<file path="src/rtl/playback_status.sv">
// Playback status source for the 4-digit display: BCD elapsed time (M:SS),
// BCD/binary volume, and a display select that holds volume after key presses.
module playback_status #(
  parameter int CLK_FREQ     = 50000000,
  parameter int HOLD_SECONDS = 2,
  parameter int VOL_MAX      = 20,
  parameter int VOL_DEFAULT  = 10
) (
  input  logic       clock,
  input  logic       reset,
  input  logic       play,
  input  logic       restart,
  input  logic       vol_up,
  input  logic       vol_down,
  output logic [3:0] seconds0,
  output logic [3:0] seconds1,
  output logic [3:0] minutes0,
  output logic [3:0] volume0,
  output logic [3:0] volume1,
  output logic [6:0] volume,
  output logic       select,
  output logic       time_max
);

  localparam int HOLD_CYCLES = HOLD_SECONDS * CLK_FREQ;
  localparam int PRE_W       = (CLK_FREQ > 1) ? $clog2(CLK_FREQ) : 1;
  localparam int HOLD_W      = (HOLD_CYCLES > 1) ? $clog2(HOLD_CYCLES) : 1;

  localparam logic [PRE_W-1:0]  PRE_LAST  = PRE_W'(CLK_FREQ - 1);
  localparam logic [HOLD_W-1:0] HOLD_LOAD = HOLD_W'(HOLD_CYCLES - 1);
  localparam logic [6:0]        VOL_TOP   = 7'(VOL_MAX);
  localparam logic [6:0]        VOL_INIT  = 7'(VOL_DEFAULT);

  typedef enum logic {
    SHOW_TIME,
    SHOW_VOLUME
  } disp_t;

  function automatic logic [7:0] to_bcd(input logic [6:0] v);
    logic [3:0] tens;
    logic [3:0] ones;
    tens = 4'(v / 7'd10);
    ones = 4'(v % 7'd10);
    return {tens, ones};
  endfunction

  // ---------------- elapsed time ----------------
  logic [PRE_W-1:0] prescaler;
  logic             tick;
  logic             at_max;

  assign tick   = play && (prescaler == PRE_LAST);
  assign at_max = (minutes0 == 4'd9) && (seconds1 == 4'd5) && (seconds0 == 4'd9);

  always_ff @(posedge clock) begin
    if (reset || restart) begin
      prescaler <= '0;
      seconds0  <= '0;
      seconds1  <= '0;
      minutes0  <= '0;
      time_max  <= 1'b0;
    end else if (play) begin
      if (tick) begin
        prescaler <= '0;
        if (at_max) begin
          time_max <= 1'b1;
        end else if (seconds0 == 4'd9) begin
          seconds0 <= '0;
          if (seconds1 == 4'd5) begin
            seconds1 <= '0;
            minutes0 <= minutes0 + 4'd1;
          end else begin
            seconds1 <= seconds1 + 4'd1;
          end
        end else begin
          seconds0 <= seconds0 + 4'd1;
        end
      end else begin
        prescaler <= prescaler + 1'b1;
      end
    end
  end

  // ---------------- volume ----------------
  logic       press;
  logic [6:0] vol_next;

  assign press = vol_up ^ vol_down;

  always_comb begin
    vol_next = volume;
    if (vol_up && !vol_down && (volume != VOL_TOP))
      vol_next = volume + 7'd1;
    else if (vol_down && !vol_up && (volume != '0))
      vol_next = volume - 7'd1;
  end

  // BCD digits derive from the same next value so they never lag the binary.
  always_ff @(posedge clock) begin
    if (reset) begin
      volume             <= VOL_INIT;
      {volume1, volume0} <= to_bcd(VOL_INIT);
    end else begin
      volume             <= vol_next;
      {volume1, volume0} <= to_bcd(vol_next);
    end
  end

  // ---------------- display select FSM ----------------
  disp_t             state;
  disp_t             state_next;
  logic [HOLD_W-1:0] hold;
  logic [HOLD_W-1:0] hold_next;

  always_comb begin
    state_next = state;
    hold_next  = hold;
    if (press) begin
      state_next = SHOW_VOLUME;
      hold_next  = HOLD_LOAD;
    end else begin
      case (state)
        SHOW_VOLUME: begin
          if (hold == '0) state_next = SHOW_TIME;
          else            hold_next  = hold - 1'b1;
        end
        default: ;
      endcase
    end
  end

  always_ff @(posedge clock) begin
    if (reset) begin
      state  <= SHOW_TIME;
      hold   <= '0;
      select <= 1'b0;
    end else begin
      state  <= state_next;
      hold   <= hold_next;
      select <= (state_next == SHOW_VOLUME);
    end
  end

endmodule

</file>
<file path="config.mk">
export PLATFORM = sky130hd
export DESIGN_NAME = playback_status
export DESIGN_NICKNAME = d
export VERILOG_FILES = /design/src/rtl/playback_status.sv
export SDC_FILE = /design/constraint.sdc
export NUM_CORES = 1
export LEC_CHECK = 0
export ABC_AREA = 1
export CAP_MARGIN = 40
export CORE_AREA = 2 2 77 116
export CTS_CLUSTER_SIZE = 8
export DETAILED_ROUTE_END_ITERATION = 10
export DIE_AREA = 0 0 79 118
export HOLD_SLACK_MARGIN = 0.08
export PLACE_DENSITY = 0.86
export SKIP_CTS_REPAIR_TIMING = 1
export SYNTH_ARGS = -nofsm -noshare
export SYNTH_HDL_FRONTEND = slang
export SYNTH_SLANG_ARGS = --single-unit
</file>
<file path="constraint.sdc">
create_clock -name clock -period 6.2 [get_ports clock]
set_input_delay 1.55 -clock clock [delete_from_list [all_inputs] [get_ports clock]]
set_output_delay 1.55 -clock clock [all_outputs]
set_load 0.005 [all_outputs]
</file>
## Yosys cells after proc, flatten, opt, wreduce, memory -nomap -nowiden

Cells that the tools add are included.

| word-level totals | value |
|---|---|
| ROM bits | 0 |
| bits in writable memories | 0 |
| memories | 0 |
| register bits | 82 |
| bits in latches | 0 |
| bits of input ports | 6 |
| output and inout bits | 29 |
| logic and storage cells | 60 |

| cells by class | value |
|---|---|
| eq/ne operators | 6 |
| reduce and logical (&&, ||, !) cells | 20 |
| multiply operators | 0 |
| shift-type cells | 0 |
| add/sub/neg operators | 7 |
| $lt $le $gt $ge | 0 |
| muxes and demuxes | 11 |
| div/mod/pow operators | 2 |
| bitwise operators | 3 |

Operators by type and width:

| operator | number |
|---|---|
| $mux 27 | 3 |
| $logic_not 27->1 | 1 |
| $sub 27x1->27 const B | 1 |
| $add 26x1->26 const B | 1 |
| $eq 26x26->1 const B | 1 |
| $mux 26 | 1 |
| $mux 7 | 2 |
| $add 4x1->4 const B | 3 |
| $eq 4x4->1 const B | 2 |
| $mux 4 | 2 |
| $add 7x1->7 const B | 1 |
| $div 7x4->7 const B | 1 |
| $logic_and 1x1->1 | 7 |
| $mod 7x4->7 const B | 1 |
| $ne 7x5->1 const B | 1 |
| $reduce_bool 7->1 | 1 |
| $sub 7x1->7 const B | 1 |
| $reduce_and 3->1 | 2 |
| $reduce_and 5->1 | 1 |
| $eq 4x3->1 const B | 1 |
| $reduce_and 2->1 | 2 |
| $reduce_and 4->1 | 1 |
| $mux 1 | 3 |
| $logic_not 1->1 | 2 |
| 6 further kinds | 7 |

## Depth between registers and ports, before layout

| depth | value |
|---|---|
| depth after elaboration | 6 |
| depth in mapped cells | 37 |
| gate-level depth less buffers | 37 |

## Least setup slack after synthesis

Ideal clock, no wire load.

| path | value |
|---|---|
| kind | input port to flip-flop |
| from | input vol_up |
| to | register volume0[1] |
| path slack | 1.604 ns |
| library setup time | 0.116 ns |
| stages on the path | 33 |
| required time | 6.084 ns |
| data arrival time | 4.480 ns |
| path buffers | 0 |
| cell sequence | inv_1 > ha_1 > nand2_4 > inv_2 > nand2_2 > nand2_2 > nand2_4 > nand2_8 > nand3_2 > nand2_4 > inv_4 > ha_1 > inv_1 > nand4_1 > nand2_2 > nand2_4 > nand2_1 > nand2_2 > ha_1 > nand2_1 > nand2_1 > nand3_4 > nand2_4 > nand2_1 > and2_1 > ha_1 > inv_1 > nand3_2 > nand2_1 > nor2_4 > nand2_1 > nor2_1 > a21oi_1 |

| on the way | value |
|---|---|
| longest elaborated chain between the ends | 6 |
| elaborated cells between the ends (all ways) | 8 |
| classes of those cells | 1 x div; 2 x mux; 5 x reduce/logical |

Ends and longest elaborated chain:

| element | line | source |
|---|---|---|
| from (decl) | 13 | `input logic vol_up,` |
| $logic_not 1->1 | 94 | `else if (vol_down && !vol_up && (volume != '0))` |
| $logic_and 1x1->1 (2 in a row) | 94 |  |
| $mux 7 | 94 |  |
| $mux 7 * | 92 | `if (vol_up && !vol_down && (volume != VOL_TOP))` |
| $mod 7x4->7 * | 43 | `ones = 4'(v % 7'd10);` |
| to (signal assigned) | 102 | `{volume1, volume0} <= to_bcd(VOL_INIT);` |
| to (signal assigned) | 105 | `{volume1, volume0} <= to_bcd(vol_next);` |
| to (decl) | 18 | `output logic [3:0] volume0,` |

Mark *: on every way between the ends. The rest lies on a longest branch, timed or not.
A chain may end at the register's enable or synchronous reset.

## Final worst setup path

| path | value |
|---|---|
| from | input vol_down |
| to | register volume0[1] |

| on the way | value |
|---|---|
| longest elaborated chain between the ends | 5 |
| elaborated cells between the ends (all ways) | 8 |
| classes of those cells | 1 x div; 2 x mux; 5 x reduce/logical |

Ends and longest elaborated chain:

| element | line | source |
|---|---|---|
| from (decl) | 14 | `input logic vol_down,` |
| $logic_and 1x1->1 or $logic_not 1->1 (tied branches) | 94, 92 |  |
| $logic_and 1x1->1, on equally long branches | 94, 92 |  |
| $mux 7 or $logic_and 1x1->1 (tied branches) | 94, 92 |  |
| $mux 7 * | 92 |  |
| $mod 7x4->7 * | 43 |  |

Marks and branches as above.

==> results.json <==
{
  "ys_seq_elements": 81,
  "first_global_vias": 4505,
  "grt_max_degree": 20,
  "cp_common_cell": "nand2_1",
  "multi_input_area_sq_um": 2580,
  "rsz0062_at_grt": "no",
  "syn_nets": 725,
  "cts_tree": "done",
  "power_density_nw_per_um2": 261,
  "grt_overflow": 0,
  "peakVddDrop_v": 0.000234,
  "synth_cells": 707,
  "yosys-top-cells-area": "dfxtp_1 34%, nand2_1 9.9%, inv_1 9.2%",
  "rrSetupSlack_ns": 1.78,
  "tns_ns": 0,
  "start_util": 0.569,
  "core_sq_um": 8310,
  "critPathCaptureType": "register",
  "stdcell_area_sq_um": 5500,
  "startpoint": "vol_down",
  "leakage_nw": 2.32,
  "die-height_um": 118,
  "die_width_um": 79,
  "diodes": 0,
  "cpPeakStageDelay_ns": 0.50,
  "crit_end": "volume0[1]",
  "place.gp.congestion": 0.935,
  "cts_buffers": 9,
  "crit_arrival_ns": 5.57,
  "ctsHtreeMaxLevel": 3,
  "path_class": "in -> reg",
  "synth.yosys.seq_area_share": 0.343,
  "antenna_found_initial": 0,
  "yosys-top-cells-count": "124 x nand2_1, 116 x inv_1, 94 x nor2_1",
  "syn_area_sq_um": 4720,
  "yosys_warnings": 0,
  "synth_top_area_cell": "dfxtp_1",
  "r2r-end": "volume0[1]",
  "first_pass_iters": 7,
  "routed_wl_mm": 11.1,
  "vias": 4659,
  "drive_gt1_frac": 0.0945,
  "std_cell_rows": 41,
  "hp-class": "reg -> reg",
  "drv_slew": 0,
  "io_buffers": 34,
  "seqPwrFrac": 0.400,
  "post-route-drc-count": 0,
  "dieArea_sq_um": 9320,
  "clockPowerShare": 0.400,
  "hold_viol": 0,
  "drtAntennaViolNets": 0,
  "final_util": 0.661,
  "reg2reg_depth": 36,
  "swShare": 0.279,
  "fin_skew_ns": 0.00436,
  "wl_per_cell_um": 12.9,
  "path_max_fanout": 10,
  "clk_pin_slew_ns": 0.06,
  "nets": 764,
  "r2r_start": "volume0[0]",
  "share_comb_of_total_power": 0.200,
  "start_kind": "primary input",
  "grt_pass1_wl_mm": 18.7,
  "drv_cap": 0,
  "drt_iter0_markers": 341,
  "critical_path.slowest_cell": "clkdlybuf4s50_1",
  "regArea_sq_um": 1620,
  "required_ns": 6.42,
  "ys_types": 46,
  "yosysMostFrequentCell": "nand2_1",
  "switchingPower_mw": 0.400,
  "synth_edf_count": 0,
  "max_slew_margin": 0.579,
  "place_area_sq_um": 5170,
  "synth_flop_cell": "dfxtp_1",
  "status": "completed",
  "setup_violations": 0,
  "ioPinCount": 35,
  "cts.sinks": 81,
  "cts.path.max_buffers": 2,
  "dp.final_hpwl_mm": 8.27,
  "vias_per_cell": 5.43,
  "tightest_slew_ns": 0.629,
  "finalCritPeriodShare": 0.862,
  "fill_cells": 714,
  "finalPower_mw": 1.43,
  "synth_top_cell_area_share": 0.343,
  "clock_latency_ns": 0.34,
  "synth_area_per_cell_sq_um": 6.68,
  "root_buffer": "clkbuf_16",
  "min_period_ns": 5.34,
  "area_delta_synth_final_pct": 16.3,
  "whs_ns": 0.471,
  "track_usage": 0.245,
  "intPower_mw": 1.03,
  "async_flop_share": 0,
  "fmax_ghz": 0.187
}
==> how the worst min path moves through the flow <==
stage	startpoint	end	slack (ns)	depth (start not counted)
floorplan	prescaler[22]	prescaler[22]	0.42	1
CTS	prescaler[22]	prescaler[22]	0.47	1
global placement	prescaler[22]	prescaler[22]	0.44	1
detailed placement	prescaler[22]	prescaler[22]	0.46	1
finish	prescaler[22]	prescaler[22]	0.47	1
global route	prescaler[22]	prescaler[22]	0.49	1
==> metrics by stage <==
step | setup slack, ns | instances
3_3_place_gp | 0.957 | 842
2_1_floorplan | 1.60 | 707
5_1_grt | 0.496 | 858
3_5_place_dp | 0.596 | 842
6_report | 0.855 | 858
4_1_cts | 0.883 | 858
==> layout by cell type (no fill, tap or decap), types with 5 or more instances in the layout <==
cell type	Yosys	layout
dfxtp_1	81	81
inv_2	8	8
o21ai_0	41	41
nand2_2	14	14
clkdlybuf4s50_1	0	34
nor2_1	94	94
nand2_1	124	124
nand2_4	8	8
a31oi_1	5	5
nor4_1	8	8
a21oi_1	52	52
nand4_1	10	10
nand3_1	48	48
nor3_1	23	23
ha_1	12	12
nand3_2	8	8
inv_1	116	116
clkbuf_16	0	9
==> flip-flops by register name, indices dropped and copies added (netlist names) <==
signal,cells
hold,27
seconds0,4
seconds1,4
time_max,1
volume0,4
volume,6
minutes0,4
state,1
prescaler,26
volume1,4
==> per-layer routing <==
metal	global-route usage	up-vias	part of all wire
li1	-	2365	-
met1	0.251	2112	0.39
met2	0.450	140	0.53
met3	0.0498	42	0.040
met4	0.133	0	0.040
met5	0	-	0
==> power groups by stage <==
stage                     sequential (mW)  combinational [mW]  clock, mW
after floorplan                     0.577               0.206          0
after global placement              0.581               0.267          0
after detailed placement            0.583               0.280          0
after CTS                           0.571               0.283      0.584
after global routing                0.575               0.317      0.601
final                               0.572               0.286      0.573
==> cell type report <==
class | instances | share of cell area
Clock buffer | 14 | 0.0480
Clock inverter | 2 | 0.0109
Inverter | 128 | 0.0881
Multi-Input combinational cell | 490 | 0.469
Sequential cell | 81 | 0.295
Tap cell | 107 | 0.0244
Timing Repair Buffer | 36 | 0.0647
==> worst max-delay path: cells and delay by family <==
family	cells	cell delay, ns
AO/OA/AOI/OAI	1	0.06
adder cells (fa/ha/maj)	4	0.80
buffers and inverters	5	0.75
AND/OR/NAND/NOR	23	2.41
==> kinds of logic after synthesis <==
family,share of synthesized area
and+or+nand+nor,0.367
buffers and inverters,0.111
AOI/OAI and AO/OA,0.139
DFF,0.343
adders and majority gates,0.0318
xor gates and xnor gates,0.00741
Power figures use the tool's default switching activity.
==> patch 1: new RTL, same flow settings <==
The output `select` loses its register stage (`select` becomes a continuous assignment).
--- a/src/rtl/playback_status.sv
+++ b/src/rtl/playback_status.sv
@@ -135,3 +135,2 @@
       hold   <= '0;
-      select <= 1'b0;
     end else begin
@@ -139,3 +138,2 @@
       hold   <= hold_next;
-      select <= (state_next == SHOW_VOLUME);
     end
@@ -143,2 +141,4 @@
 
+  assign select = (state_next == SHOW_VOLUME);
+
 endmodule
Formal check against the unedited RTL: not equivalent (Yosys sat finds a counterexample within 4 cycles, from zero or initial values and one cycle with reset high).
==> patch 1 against the unedited design <==
Core utilization decreased by 1.1 points. Count of clock-buffer cells in the layout fell by 4. Cell count is 0.93% lower. Register-to-register slack hardly changed. Sequential cell count did not move. Worst setup slack improved by 0.062 ns. Power grew 2.8%. Design area fell by 1.6%. Routed wire length down 4.5%. Area after synthesis shrank 1.6%.
==> patch 1: results (changes against the unedited design) <==
[status]
status = complete, no violations  ; unchanged

[place]
dpl.cell_count = 834  ; was 842
port-buffer-count = 34  ; unchanged
dpl_cell_area_sq_um = 5060  ; was 5170 sq um
hpwl_um = 7850  ; was 8270 um
routabilityCongestion = 0.930  ; was 0.935
pre_cts_ws_ns = 0.599  ; was 0.596 ns

[grt]
grtUsageMet2_pct = 43.3  ; was 45.0%
grt_pass1_vias = 4384  ; was 4505
grt_max_degree = 22  ; was 20
grt_pass1_wl_um = 18100  ; was 18700 um
met1_usage_pct = 24.5  ; was 25.1%
antenna_found_initial = 0  ; unchanged
grt_use_met3_pct = 5.29  ; was 4.98%
grt.total_usage_pct = 23.7  ; was 24.5%

[clock_network]
clkTransAtPathRegs_ns = 0.06  ; about the same
htreeDepth = 3  ; unchanged

[critical_path]
worstRegToRegCells = 34  ; was 36
rrSetupSlack_ns = 1.78  ; about the same
crit_path_end = volume0[3]  ; was volume0[1]
path_max_fanout = 9  ; was 10
arrival_ns = 5.52  ; was 5.57 ns
startpoint = vol_up  ; was vol_down

[route]
drt-initial-drc-count = 274  ; was 341
wl_met1_um = 4090  ; was 4330 um
met3_length_um = 408  ; was 448 um
routed-wl-met2_um = 5750  ; was 5860 um
finalWirelength_um = 10600  ; was 11100 um
first_pass_iters = 6  ; was 7
viasPerCell = 5.38  ; was 5.43

[sta]
timing.hold.ws_ns = 0.478  ; was 0.471 ns
period_needed_ns = 5.28  ; was 5.34 ns
final.setup_skew_ns = 0.00624  ; was 0.00436 ns
relSlewSlack_pct = 41.4  ; was 57.9%

[logic_synthesis]
yosysUniqueCellTypes = 42  ; was 46
synthTopCellsByArea = dfxtp_1, nand2_1, inv_1  ; unchanged
ys_seq_area_share_pct = 34.9  ; was 34.3%
syn_nets = 723  ; was 725
synthCells = 705  ; was 707
ys_top_cells_by_count = nand2_1, inv_1, nor2_1  ; unchanged

[finish]
drive_gt1_share_pct = 8.75  ; was 9.45%
nets = 756  ; was 764
num-fill-cells = 737  ; was 714

[pwr]
leakage_nw = 2.35  ; was 2.32 nW
p_clk_w = 0.000611  ; was 0.000573 W
ir_drop_uv = 208  ; was 234 uV
power_density_nw_per_um2 = 272  ; was 261 nW/um^2
p_sw_w = 0.000413  ; was 0.000400 W
sequentialPowerShare_pct = 38.9  ; was 40.0%

[hold_path]
hold_class = reg -> reg  ; unchanged
worstHoldStart = time_max  ; was prescaler[22]
hold_path_end = time_max  ; was prescaler[22]

-- patch 1: changes by cell type after synthesis, moves of 3 or more --
cell and change:
nand3_1 -13, a21oi_1 -12, nor2_1 +11, nor3_1 +9, nand4_1 +8, o21ai_0 -6, inv_1 +5, clkbuf_1 +4
o21a_1 +4, nand3_2 -3, xnor2_1 +3
-- patch 1: logic make-up (layout without fill, tap and decap cells) --
kind of cell	count (synthesis)	count (layout)	share of synthesized area (%)
xor+xnor	5	5	0.942
fa+ha+maj	12	12	3.23
flops	81	81	34.9
buf+inv	143	181	12.0
simple gates	363	363	36.6
compound gates	101	101	12.4
-- patch 1: cell type report --
cell class,count,area [sq um],share of cell area [%]
Multi-Input combinational cell,481,2470,45.7
Sequential cell,81,1620,30.0
Inverter,130,488,9.03
Timing Repair Buffer,35,348,6.43
Clock buffer,10,239,4.42
Tap cell,107,134,2.48
Clock inverter,6,105,1.94
==> patch 2: new RTL, config.mk and constraints unchanged <==
Made on the original files. `HOLD_SECONDS`: 2 -> 4.
--- a/src/rtl/playback_status.sv
+++ b/src/rtl/playback_status.sv
@@ -4,3 +4,3 @@
   parameter int CLK_FREQ     = 50000000,
-  parameter int HOLD_SECONDS = 2,
+  parameter int HOLD_SECONDS = 4,
   parameter int VOL_MAX      = 20,
Formal check against the unedited RTL: no difference found for any inputs over 10 cycles, from zero or initial values and one cycle with reset high; that may be too few to reach the edited logic, so the function may still have changed.
==> patch 2 against the unedited design <==
Combinational power fell by 12%. Power increased by 1.5%. Worst setup slack better by 1.1 ns. Design area shrank 1.4%. Sequential power is 1% higher. Sequential cell count grew 1. Area after synthesis fell by 2.3%. Clock power grew 8.6%. Routed wire length decreased by 6.6%.
==> patch 2: results (changes against the unedited design) <==
[critical_path]
regToRegEndpoint = volume0[1]  ; unchanged
crit_path_max_incr_delay_ns = 0.48  ; was 0.50 ns
arrival_ns = 4.57  ; was 5.57 ns
worstRegToRegCells = 29  ; was 36
rrSetupSlack_ns = 2.97  ; was 1.78 ns
startpoint = vol_up  ; was vol_down
path_max_fanout = 6  ; was 10

[finish]
nets = 732  ; was 764
num-fill-cells = 710  ; was 714
drive_gt1_share_pct = 10.2  ; was 9.45%
reg_top3 = hold x28, prescaler x26, volume x6  ; was hold x27, prescaler x26, volume x6
fin_cells = 829  ; was 858

[grt]
grt_max_degree = 22  ; was 20
grt.total_usage_pct = 23.6  ; was 24.5%
grt_pass1_wl_um = 18100  ; was 18700 um
grt_pass1_vias = 4412  ; was 4505

[place]
dpl.cell_count = 813  ; was 842
port-buffer-count = 34  ; unchanged
hpwl_um = 7740  ; was 8270 um
routabilityCongestion = 0.942  ; was 0.935

[logic_synthesis]
yosysUniqueCellTypes = 43  ; was 46
synthTopCellsByArea = dfxtp_1, inv_1, nand2_1  ; was dfxtp_1, nand2_1, inv_1
ys_top_cells_by_count = inv_1, nand2_1, nor2_1  ; was nand2_1, inv_1, nor2_1
syn_nets = 693  ; was 725
synthCells = 678  ; was 707
ys_seq_area_share_pct = 35.6  ; was 34.3%

[pwr]
ir_drop_uv = 184  ; was 234 uV
p_int_w = 0.00106  ; was 0.00103 W
power_sequential_w = 0.000579  ; was 0.000572 W
comb_power_share_pct = 17.4  ; was 20.0%
leakage_nw = 2.29  ; was 2.32 nW

[route]
wire_per_inst_um = 12.5  ; was 12.9 um
first_pass_iters = 5  ; was 7
vias = 4495  ; was 4659
drt-initial-drc-count = 275  ; was 341

[clock_network]
clkTransAtPathRegs_ns = 0.06  ; about the same
htreeDepth = 3  ; unchanged

[hold_path]
hold_path_end = time_max  ; was prescaler[22]
hold_depth = 2  ; was 1
hold_class = reg -> reg  ; unchanged
worstHoldStart = time_max  ; was prescaler[22]

[sta]
final.setup_skew_ns = 0.00819  ; was 0.00436 ns
relSlewSlack_pct = 46.5  ; was 57.9%

[status]
status = complete, no violations  ; unchanged

[patch 2: area by class of cell]
type / instances / area share (%)
Clock inverter: 6 / 2.08
Tap cell: 107 / 2.47
Sequential cell: 82 / 30.3
Timing Repair Buffer: 35 / 6.42
Inverter: 129 / 8.98
Clock buffer: 10 / 4.41
Multi-Input combinational cell: 460 / 45.3
[patch 2: kinds of logic after synthesis]
kind of cell | share of synthesized area, %
adder cells (fa/ha/maj) | 2.44
XOR/XNOR | 1.87
flip-flops | 35.6
AND/OR/NAND/NOR | 36.1
AO/OA/AOI/OAI | 12.8
buffers and inverters | 11.2
[patch 2: tightest hold or removal path: cells and delay by family, from the launching register on]
| family | cells | cell delay [ns] |
|---|---|---|
| DFF | 1 | 0.31 |
| buffers and inverters | 1 | 0.05 |
| AOI/OAI and AO/OA | 1 | 0.05 |
[patch 2: layer usage]
layer / share of wire [%] / vias up / track usage (%)
met3: 3.7 / 34 / 5.75
li1: - / 2263 / -
met5: 0 / - / 0
met1: 39 / 2095 / 24.1
met4: 3.3 / 0 / 13.4
met2: 53 / 103 / 42.5
[patch 2: metrics by stage]
| stage | setup slack, ns | cell area (sq um) | power (W) | utilization, % | hold slack, ns |
|---|---|---|---|---|---|
| floorplan | 2.43 | 4610 | 0.000763 | - | 0.447 |
| global placement | 1.77 | 5070 | 0.000827 | 61.0 | 0.449 |
| detailed placement | 1.63 | 5070 | 0.000838 | 61.0 | 0.452 |
| CTS | 1.92 | 5420 | 0.00146 | 65.2 | 0.461 |
| global route | 1.63 | 5420 | 0.00152 | 65.2 | 0.483 |
| finish | 1.91 | 5420 | 0.00145 | 65.2 | 0.460 |
